$ cat src/rtl/fjmem_pkg.sv
// Shared definitions for the JTAG-to-flash bridge: command codes, FSM states
// and default bus widths.
package fjmem_pkg;

  localparam int ADDR_W_DEF  = 24;
  localparam int DATA_W_DEF  = 16;
  localparam int TIMEOUT_DEF = 255;

  typedef enum logic [1:0] {
    CMD_NOP    = 2'b00,
    CMD_READ   = 2'b01,
    CMD_WRITE  = 2'b10,
    CMD_DETECT = 2'b11
  } cmd_e;

  typedef enum logic [1:0] {
    IDLE   = 2'b00,
    ACCESS = 2'b01,
    DONE   = 2'b10
  } state_e;

endpackage

$ cat src/rtl/fjmem_sync.sv
// Two-flop synchronizer bringing one asynchronous JTAG level into sys_clk.
module fjmem_sync (
  input  logic sys_clk,
  input  logic sys_rst_n,
  input  logic d,
  output logic q
);

  logic meta;

  always_ff @(posedge sys_clk or negedge sys_rst_n) begin
    if (!sys_rst_n) begin
      meta <= 1'b0;
      q    <= 1'b0;
    end else begin
      meta <= d;
      q    <= meta;
    end
  end

endmodule

$ cat src/rtl/fjmem_core.sv
// JTAG user-DR to flash bus bridge: a scan chain carries cmd/addr/data and an
// Update-DR launches one flash access whose result is loaded back for readout.
//
// state  | meaning
// IDLE   | waiting for an update edge to latch a command
// ACCESS | flash_stb high, waiting for flash_ack or timeout
// DONE   | one cycle: load status and result into the scan register
module fjmem_core import fjmem_pkg::*; #(
  parameter int                ADDR_W    = ADDR_W_DEF,
  parameter int                DATA_W    = DATA_W_DEF,
  parameter int                TIMEOUT   = TIMEOUT_DEF,
  parameter logic [DATA_W-1:0] DETECT_ID = DATA_W'(16'h0001)
) (
  input  logic              sys_clk,
  input  logic              sys_rst_n,
  input  logic              jtag_tck,
  input  logic              jtag_rst,
  input  logic              jtag_update,
  input  logic              jtag_shift,
  input  logic              jtag_tdi,
  output logic              jtag_tdo,
  output logic              flash_stb,
  output logic              flash_we,
  output logic [ADDR_W-1:0] flash_adr,
  output logic [DATA_W-1:0] flash_dat_w,
  input  logic [DATA_W-1:0] flash_dat_r,
  input  logic              flash_ack
);

  localparam int SR_W  = 2 + ADDR_W + DATA_W;
  localparam int CNT_W = $clog2(TIMEOUT + 1);

  logic tck_s, rst_s, upd_s, shift_s, tdi_s;
  logic tck_d, upd_d;
  logic tck_rise, upd_rise;

  fjmem_sync u_sync_tck (.sys_clk(sys_clk), .sys_rst_n(sys_rst_n), .d(jtag_tck),    .q(tck_s));
  fjmem_sync u_sync_rst (.sys_clk(sys_clk), .sys_rst_n(sys_rst_n), .d(jtag_rst),    .q(rst_s));
  fjmem_sync u_sync_upd (.sys_clk(sys_clk), .sys_rst_n(sys_rst_n), .d(jtag_update), .q(upd_s));
  fjmem_sync u_sync_shf (.sys_clk(sys_clk), .sys_rst_n(sys_rst_n), .d(jtag_shift),  .q(shift_s));
  fjmem_sync u_sync_tdi (.sys_clk(sys_clk), .sys_rst_n(sys_rst_n), .d(jtag_tdi),    .q(tdi_s));

  always_ff @(posedge sys_clk or negedge sys_rst_n) begin
    if (!sys_rst_n) begin
      tck_d <= 1'b0;
      upd_d <= 1'b0;
    end else begin
      tck_d <= tck_s;
      upd_d <= upd_s;
    end
  end

  assign tck_rise = tck_s & ~tck_d;
  assign upd_rise = upd_s & ~upd_d;

  logic [SR_W-1:0]   sr;
  state_e            state, state_nxt;
  cmd_e              cmd_q, sr_cmd;
  logic [DATA_W-1:0] rdata_q;
  logic [CNT_W-1:0]  wait_cnt;
  logic              err;
  logic              latch, bus_start, timeout, done_load;

  assign sr_cmd   = cmd_e'(sr[1:0]);
  assign jtag_tdo = sr[0];

  always_ff @(posedge sys_clk or negedge sys_rst_n) begin
    if (!sys_rst_n) state <= IDLE;
    else            state <= state_nxt;
  end

  always_comb begin
    state_nxt = state;
    latch     = 1'b0;
    bus_start = 1'b0;
    timeout   = 1'b0;
    done_load = 1'b0;
    unique case (state)
      IDLE: begin
        if (upd_rise && sr_cmd != CMD_NOP) begin
          latch = 1'b1;
          if (sr_cmd == CMD_DETECT) begin
            state_nxt = DONE;
          end else begin
            state_nxt = ACCESS;
            bus_start = 1'b1;
          end
        end
      end
      ACCESS: begin
        // ack wins over a timeout landing in the same cycle
        if (flash_ack) begin
          state_nxt = DONE;
        end else if (int'(wait_cnt) + 1 >= TIMEOUT) begin
          state_nxt = DONE;
          timeout   = 1'b1;
        end
      end
      DONE: begin
        state_nxt = IDLE;
        done_load = ~rst_s;
      end
      default: state_nxt = IDLE;
    endcase
  end

  always_ff @(posedge sys_clk or negedge sys_rst_n) begin
    if (!sys_rst_n) begin
      cmd_q       <= CMD_NOP;
      flash_stb   <= 1'b0;
      flash_we    <= 1'b0;
      flash_adr   <= '0;
      flash_dat_w <= '0;
      rdata_q     <= '0;
      wait_cnt    <= '0;
      err         <= 1'b0;
    end else begin
      if (latch) begin
        cmd_q       <= sr_cmd;
        flash_we    <= (sr_cmd == CMD_WRITE);
        flash_adr   <= sr[ADDR_W+1:2];
        flash_dat_w <= sr[SR_W-1:ADDR_W+2];
      end
      if (bus_start) begin
        flash_stb <= 1'b1;
        wait_cnt  <= '0;
      end else if (state == ACCESS) begin
        if (wait_cnt != {CNT_W{1'b1}}) wait_cnt <= wait_cnt + CNT_W'(1);
        if (flash_ack) begin
          flash_stb <= 1'b0;
          rdata_q   <= flash_dat_r;
        end else if (timeout) begin
          flash_stb <= 1'b0;
          err       <= 1'b1;
        end
      end
      if (state == DONE) err <= 1'b0;
    end
  end

  // The DONE load beats a coinciding shift edge; a TAP reset beats both.
  always_ff @(posedge sys_clk or negedge sys_rst_n) begin
    if (!sys_rst_n) begin
      sr <= '0;
    end else if (rst_s) begin
      sr <= '0;
    end else if (done_load) begin
      sr[1:0] <= {err, 1'b1};
      if (cmd_q == CMD_READ)        sr[SR_W-1:ADDR_W+2] <= rdata_q;
      else if (cmd_q == CMD_DETECT) sr[SR_W-1:ADDR_W+2] <= DETECT_ID;
    end else if (tck_rise && shift_s) begin
      sr <= {tdi_s, sr[SR_W-1:1]};
    end
  end

endmodule

$ cat config.mk
export PLATFORM = sky130hd
export DESIGN_NAME = fjmem_core
export DESIGN_NICKNAME = d
export VERILOG_FILES = /design/src/rtl/fjmem_pkg.sv /design/src/rtl/fjmem_sync.sv /design/src/rtl/fjmem_core.sv
export SDC_FILE = /design/constraint.sdc
export NUM_CORES = 1
export LEC_CHECK = 0
export CAP_MARGIN = 20
export CORE_AREA = 2 2 115 117
export CTS_BUF_LIST = sky130_fd_sc_hd__clkbuf_8
export CTS_CLUSTER_DIAMETER = 40
export DETAILED_ROUTE_END_ITERATION = 7
export DIE_AREA = 0 0 117 119
export GPL_TIMING_DRIVEN = 0
export PLACE_DENSITY = 0.65
export RECOVER_POWER = 25
export SLEW_MARGIN = 20
export SYNTH_ARGS = -nofsm -noshare
export SYNTH_HDL_FRONTEND = slang
export SYNTH_SLANG_ARGS = --single-unit
$ cat constraint.sdc
create_clock -name sys_clk -period 2.69 [get_ports sys_clk]
set_input_delay 0.4035 -clock sys_clk [delete_from_list [all_inputs] [get_ports sys_clk]]
set_output_delay 0.4035 -clock sys_clk [all_outputs]
set_load 0.05 [all_outputs]
# == Yosys cells after proc, flatten, opt, wreduce, memory -nomap -nowiden ==
# Cells that the tools add are included.
# word_totals
output_inout_bits,43
reg_bits,125
# op_classes
magnitude_cmp,1
n_reduce_logical,18
n_eq_ne,13
bitwise_logic,6
n_mux,33
n_addsub,2
# op_table
cell,count
42-bit 2-to-1 mux,2
16-bit 2-to-1 mux,3
24-bit 2-to-1 mux,1
8-bit 2-to-1 mux,3
1-bit 2-to-1 mux,18
2-bit nonzero test,6
2-bit 2-to-1 mux,5
2-bit AND reduction,5
8-bit by 1-bit adder with 9-bit output (second input constant),1
9-bit by 8-bit >= comparator with 1-bit output (second input constant),1
8-bit by 1-bit adder with 8-bit output (second input constant),1
2-bit equality test (second input constant),4
8-bit != test (second input constant),1
2-bit by 1-bit != test with 1-bit output (second input constant),3
3-bit nonzero test,2
2-bit by 1-bit equality test with 1-bit output (second input constant),2
4-bit by 1-bit != test with 1-bit output (second input constant),1
1-bit inverter,4
2-bit one-hot mux with 2 select lines,1
4-bit AND reduction,1
3-bit != test (second input constant),1
3-bit AND reduction,1
1-bit bitwise AND,2
1-bit logical AND,2
other kinds (2),2

# == Depth between registers and ports, before layout ==
# depth
ltp_word,10
mapped_depth,9
mapped_depth_nobuf,7

# == By module ==
# A second synthesis with hierarchy kept.
# unflattened
cells_unflattened,424
hier_area_um2,5132.4
# modules_own_cells
mod,cells_per_inst,seq_area_each_um2,instances,area_each_um2
fjmem_core,414,2877.8,1,4882.2
fjmem_sync,2,50.0,5,50.0

# == Worst setup path before layout ==
# No wires, ideal clock.
# synth_timing
kind,reg-to-reg
startpoint,reg sr[0]
endpoint,reg rdata_q[10]
path_stages_with_launch,7
slack_ns,0.681
path_buffers,2
arrival_ns,1.884
period_less_slack_ns,2.009
cell_sequence,dfrtp_1 buf_4 xor2_1 and3_4 nor2_2 buf_4 mux2_2
# synth_via
elab_chain_len,6
word_cells_on_any_way,8
# synth_rtl
element,line_no,rtl
from (decl),fjmem_core.sv:56,logic [SR_W-1:0] sr;
from (signal assigned),fjmem_core.sv:148,"sr[1:0] <= {err, 1'b1};"
"from (signal, indexed assignment)",fjmem_core.sv:149,if (cmd_q == CMD_READ) sr[SR_W-1:ADDR_W+2] <= rdata_q;
from (signal assigned),fjmem_core.sv:152,"sr <= {tdi_s, sr[SR_W-1:1]};"
2-bit equality test / 2-bit nonzero test (equally long branches),"fjmem_core.sv:82, fjmem_core.sv:80",
1-bit 2-to-1 mux / 1-bit logical AND (equally long branches),"fjmem_core.sv:82, fjmem_core.sv:80",
1-bit 2-to-1 mux *,fjmem_core.sv:80,if (upd_rise && sr_cmd != CMD_NOP) begin
1-bit 2-to-1 mux *,fjmem_core.sv:78,unique case (state)
1-bit inverter (no line) *,-,
3-bit AND reduction (no line) *,-,
to (signal assigned),fjmem_core.sv:131,rdata_q <= flash_dat_r;
to (decl),fjmem_core.sv:59,logic [DATA_W-1:0] rdata_q;
# Every way passes the cells marked *; elsewhere a longest branch is shown, timed or not.
# A chain may end at the register's enable or synchronous reset.

# == Worst setup path after layout ==
# layout_timing
startpoint,reg state[0]
endpoint,reg sr[36]
# layout_via
elab_chain_len,4
word_cells_on_any_way,7
# layout_rtl
element,line_no,rtl
from (decl),fjmem_core.sv:57,"state_e state, state_nxt;"
from (signal assigned),fjmem_core.sv:69,else state <= state_nxt;
2-bit equality test *,fjmem_core.sv:78,
1-bit 2-to-1 mux *,fjmem_core.sv:78,
"4-bit by 1-bit != test with 1-bit output (no line), or another cell as far along",-,
2-bit AND reduction (no line) / 42-bit 2-to-1 mux (equally long branches),-,
# Marks and branches as above.

==> flow_summary.toml <==
[route]
routed_wl_um = 9890
wl_per_cell_um = 14.1
drc_errors = 0
vias_per_cell = 4.88
detail_route.iter0.violations = 194
drtPass1Iterations = 5
detail-route-antenna-nets = 0
vias = 3415

[logic_synthesis]
syn_inst = 424
synth_edf_count = 0
synth_area_per_cell_sq_um = 12.1
yosysMostFrequentCell = "dfrtp_1"
ys_ff_latch = 125
synth_area_leader_cell = "dfrtp_1"
netlist_top_cells_count = "dfrtp_1 (125), nand2_1 (75), mux2_2 (57)"
yosysUniqueCellTypes = 45
yosysSeqAreaShare_pct = 60.9
ys_warn_count = 0
synthTopCellsByArea = "dfrtp_1 (61%), mux2_2 (13%), nand2_1 (5.5%), o21ai_0 (2.7%), a22oi_1 (2.3%)"
synth.top_cell.area_share_pct = 60.9
synth_nets = 453
synth_area_sq_um = 5130
synthFlopType = "dfrtp_1"
async_flop_share_pct = 100

[final_layout]
fillers = 1183
regArea_sq_um = 3130
finalNetCount = 540
multi_input_area_sq_um = 1840
synthToLayoutAreaGrowth_pct = 24.4
final_util_pct = 49.6
diodes = 0
drive_above_1_share_pct = 21.0

[worst_setup_path]
cp.buffers_inverters = 4
crit_family = "buffers and inverters"
slowest_delay_ns = 0.41
startpoint_type = "register"
slowest_stage = "dfrtp_1"
cp.arrival_ns = 2.45
critPathKind = "reg2reg"
worstPathRequired_ns = 2.99
startpoint = "state[0]"
timing.rr.start = "state[0]"
endpoint_kind = "register"
cp_cell_sequence = "inv_1 > ha_1 > clkinv_1 > nand2b_1 > and3_1 > clkbuf_1 > buf_2 > o31ai_1"
crit_fanout = 10

[placement]
dpl.hpwl_um = 6970
place_ws_ns = 0.547
gp_congestion = 0.777
port-buffer-count = 66

[timing]
slew_violations = 0
maxSlewHeadroom_pct = 18.0
setup_viol = 0
worst_pin_slew_ns = 1.23
hold_viol = 0
skew_ns = 0.0118
finalCritPeriodShare_pct = 80.0
rsz0062_at_grt = "no"
finalCriticalPeriod_ns = 2.15
hold_ws_ns = 0.347
fin_ws_ns = 0.537
max_freq_mhz = 464

[floorplan]
die_h_um = 119
dieArea_sq_um = 13900
floorplan.die.width_um = 117
io_pins = 67
core-area_sq_um = 12900
start_util_pct = 39.9
rows = 42

[pwr]
ir_worst_vdd_v = 0.000314
p_leak_uw = 0.00285
power.total_uw = 4770
p_per_area_nw_per_um2 = 747

[cts]
clock_path_buffers = 2
post-cts-setup-buffer-count = 0
cts_buffers = 17
path_clk_slew_ns = 0.07
cts_root_buffer = "clkbuf_8"
clk_latency_ns = 0.43
cts_resized = 0
cts.sinks = 125
cts_tree = "done"
htreeDepth = 4
cts_hold_buf = 1

[min_path]
hp-start = "u_sync_rst.meta"
holdCritPathClass = "reg2reg"

[global_routing]
grt_pass1_wl_um = 16800
gr-usage-all-layers_pct = 15.7
grt_pass1_vias = 3322
grt_max_degree = 78
grt.overflow.total = 0
antenna_found_initial = 0

[outcome]
status = "completed"

[run]
max-cap-violations = 0
## logic make-up (layout without fill, tap and decap cells)
| family | count (synthesis) | in the layout | synth area share (%) |
|---|---|---|---|
| AOI/OAI and AO/OA | 76 | 76 | 10.0 |
| xor gates and xnor gates | 6 | 6 | 1.02 |
| adders and majority gates | 5 | 5 | 1.22 |
| buffers and inverters | 33 | 133 | 3.12 |
| DFF | 125 | 125 | 60.9 |
| muxes | 61 | 61 | 13.3 |
| and+or+nand+nor | 118 | 118 | 10.4 |
## power breakdown
part           switching, uW  internal [uW]
Sequential               188           2140
Clock                    676            710
Combinational            605            459
Total                   1470           3300
## per-layer routing
layer  vias to the layer above  track usage, %  part of all wire, %
li1                       1661               -                    -
met1                      1669            21.9                   47
met2                        74            22.9                   47
met3                        11            5.45                  4.7
met4                         0            5.07                  1.2
met5                         -               0                    0
## placed cells by master, fill, tap and decap left out, types with 4 or more instances in the layout
master and instances:
dfrtp_1 125, nand2_1 75, clkdlybuf4s50_1 60, mux2_2 57, o21ai_0 28, clkbuf_8 21, a22oi_1 16, nor2_1 15
o31ai_1 15, inv_1 11, buf_2 11, clkbuf_1 8, clkinv_2 8, dlygate4sd3_1 6, ha_1 5, mux2i_1 4
## worst paths after layout
| kind | end | depth (start not counted) | slack [ns] |
|---|---|---|---|
| max in group asynchronous | flash_stb | 3 | 0.99 |
| hold reg to reg | u_sync_rst.q | 0 | 0.35 |
| hold / removal | u_sync_rst.q | 0 | 0.35 |
| setup / recovery | sr[36] | 8 | 0.54 |
| min in group asynchronous | u_sync_tdi.meta | 2 | 0.75 |
| setup reg to reg | sr[36] | 8 | 0.54 |
## worst register-to-register path, stage by stage (launching register included)
cell      delay, ns
dfrtp_1        0.41
inv_1          0.11
ha_1           0.30
clkinv_1       0.28
nand2b_1       0.19
and3_1         0.16
clkbuf_1       0.18
buf_2          0.27
o31ai_1        0.11
## registers in the layout (all words and copies together) (netlist names)
name             count
u_sync_shf.q         1
u_sync_rst.q         1
state                2
cmd_q                2
u_sync_rst.meta      1
u_sync_tdi.q         1
err                  1
sr                  42
flash_we             1
u_sync_upd.meta      1
wait_cnt             8
u_sync_shf.meta      1
u_sync_tdi.meta      1
upd_d                1
u_sync_upd.q         1
flash_dat_w         16
rdata_q             16
flash_adr           24
tck_d                1
flash_stb            1
u_sync_tck.meta      1
u_sync_tck.q         1
## cell type report
class                   instances  share of cell area (%)
clock buffers                  21                    4.53
inverters                      10                   0.588
multi-input cells             266                    28.9
plain buffers                  23                    1.92
well taps                     176                    3.45
clock inverters                11                   0.803
flip-flops and latches        125                    49.0
repair buffers                 68                    10.9
## per-stage QoR
stage          area [sq um]  std cells  TNS [ns]
6_report               6390        700         0
3_5_place_dp           6040        667         0
2_1_floorplan          5130        424         0
3_3_place_gp           6010        666   -442.80
5_1_grt                6390        700         0
4_1_cts                6390        700         0
No activity file was read; power rests on OpenSTA's default activity.
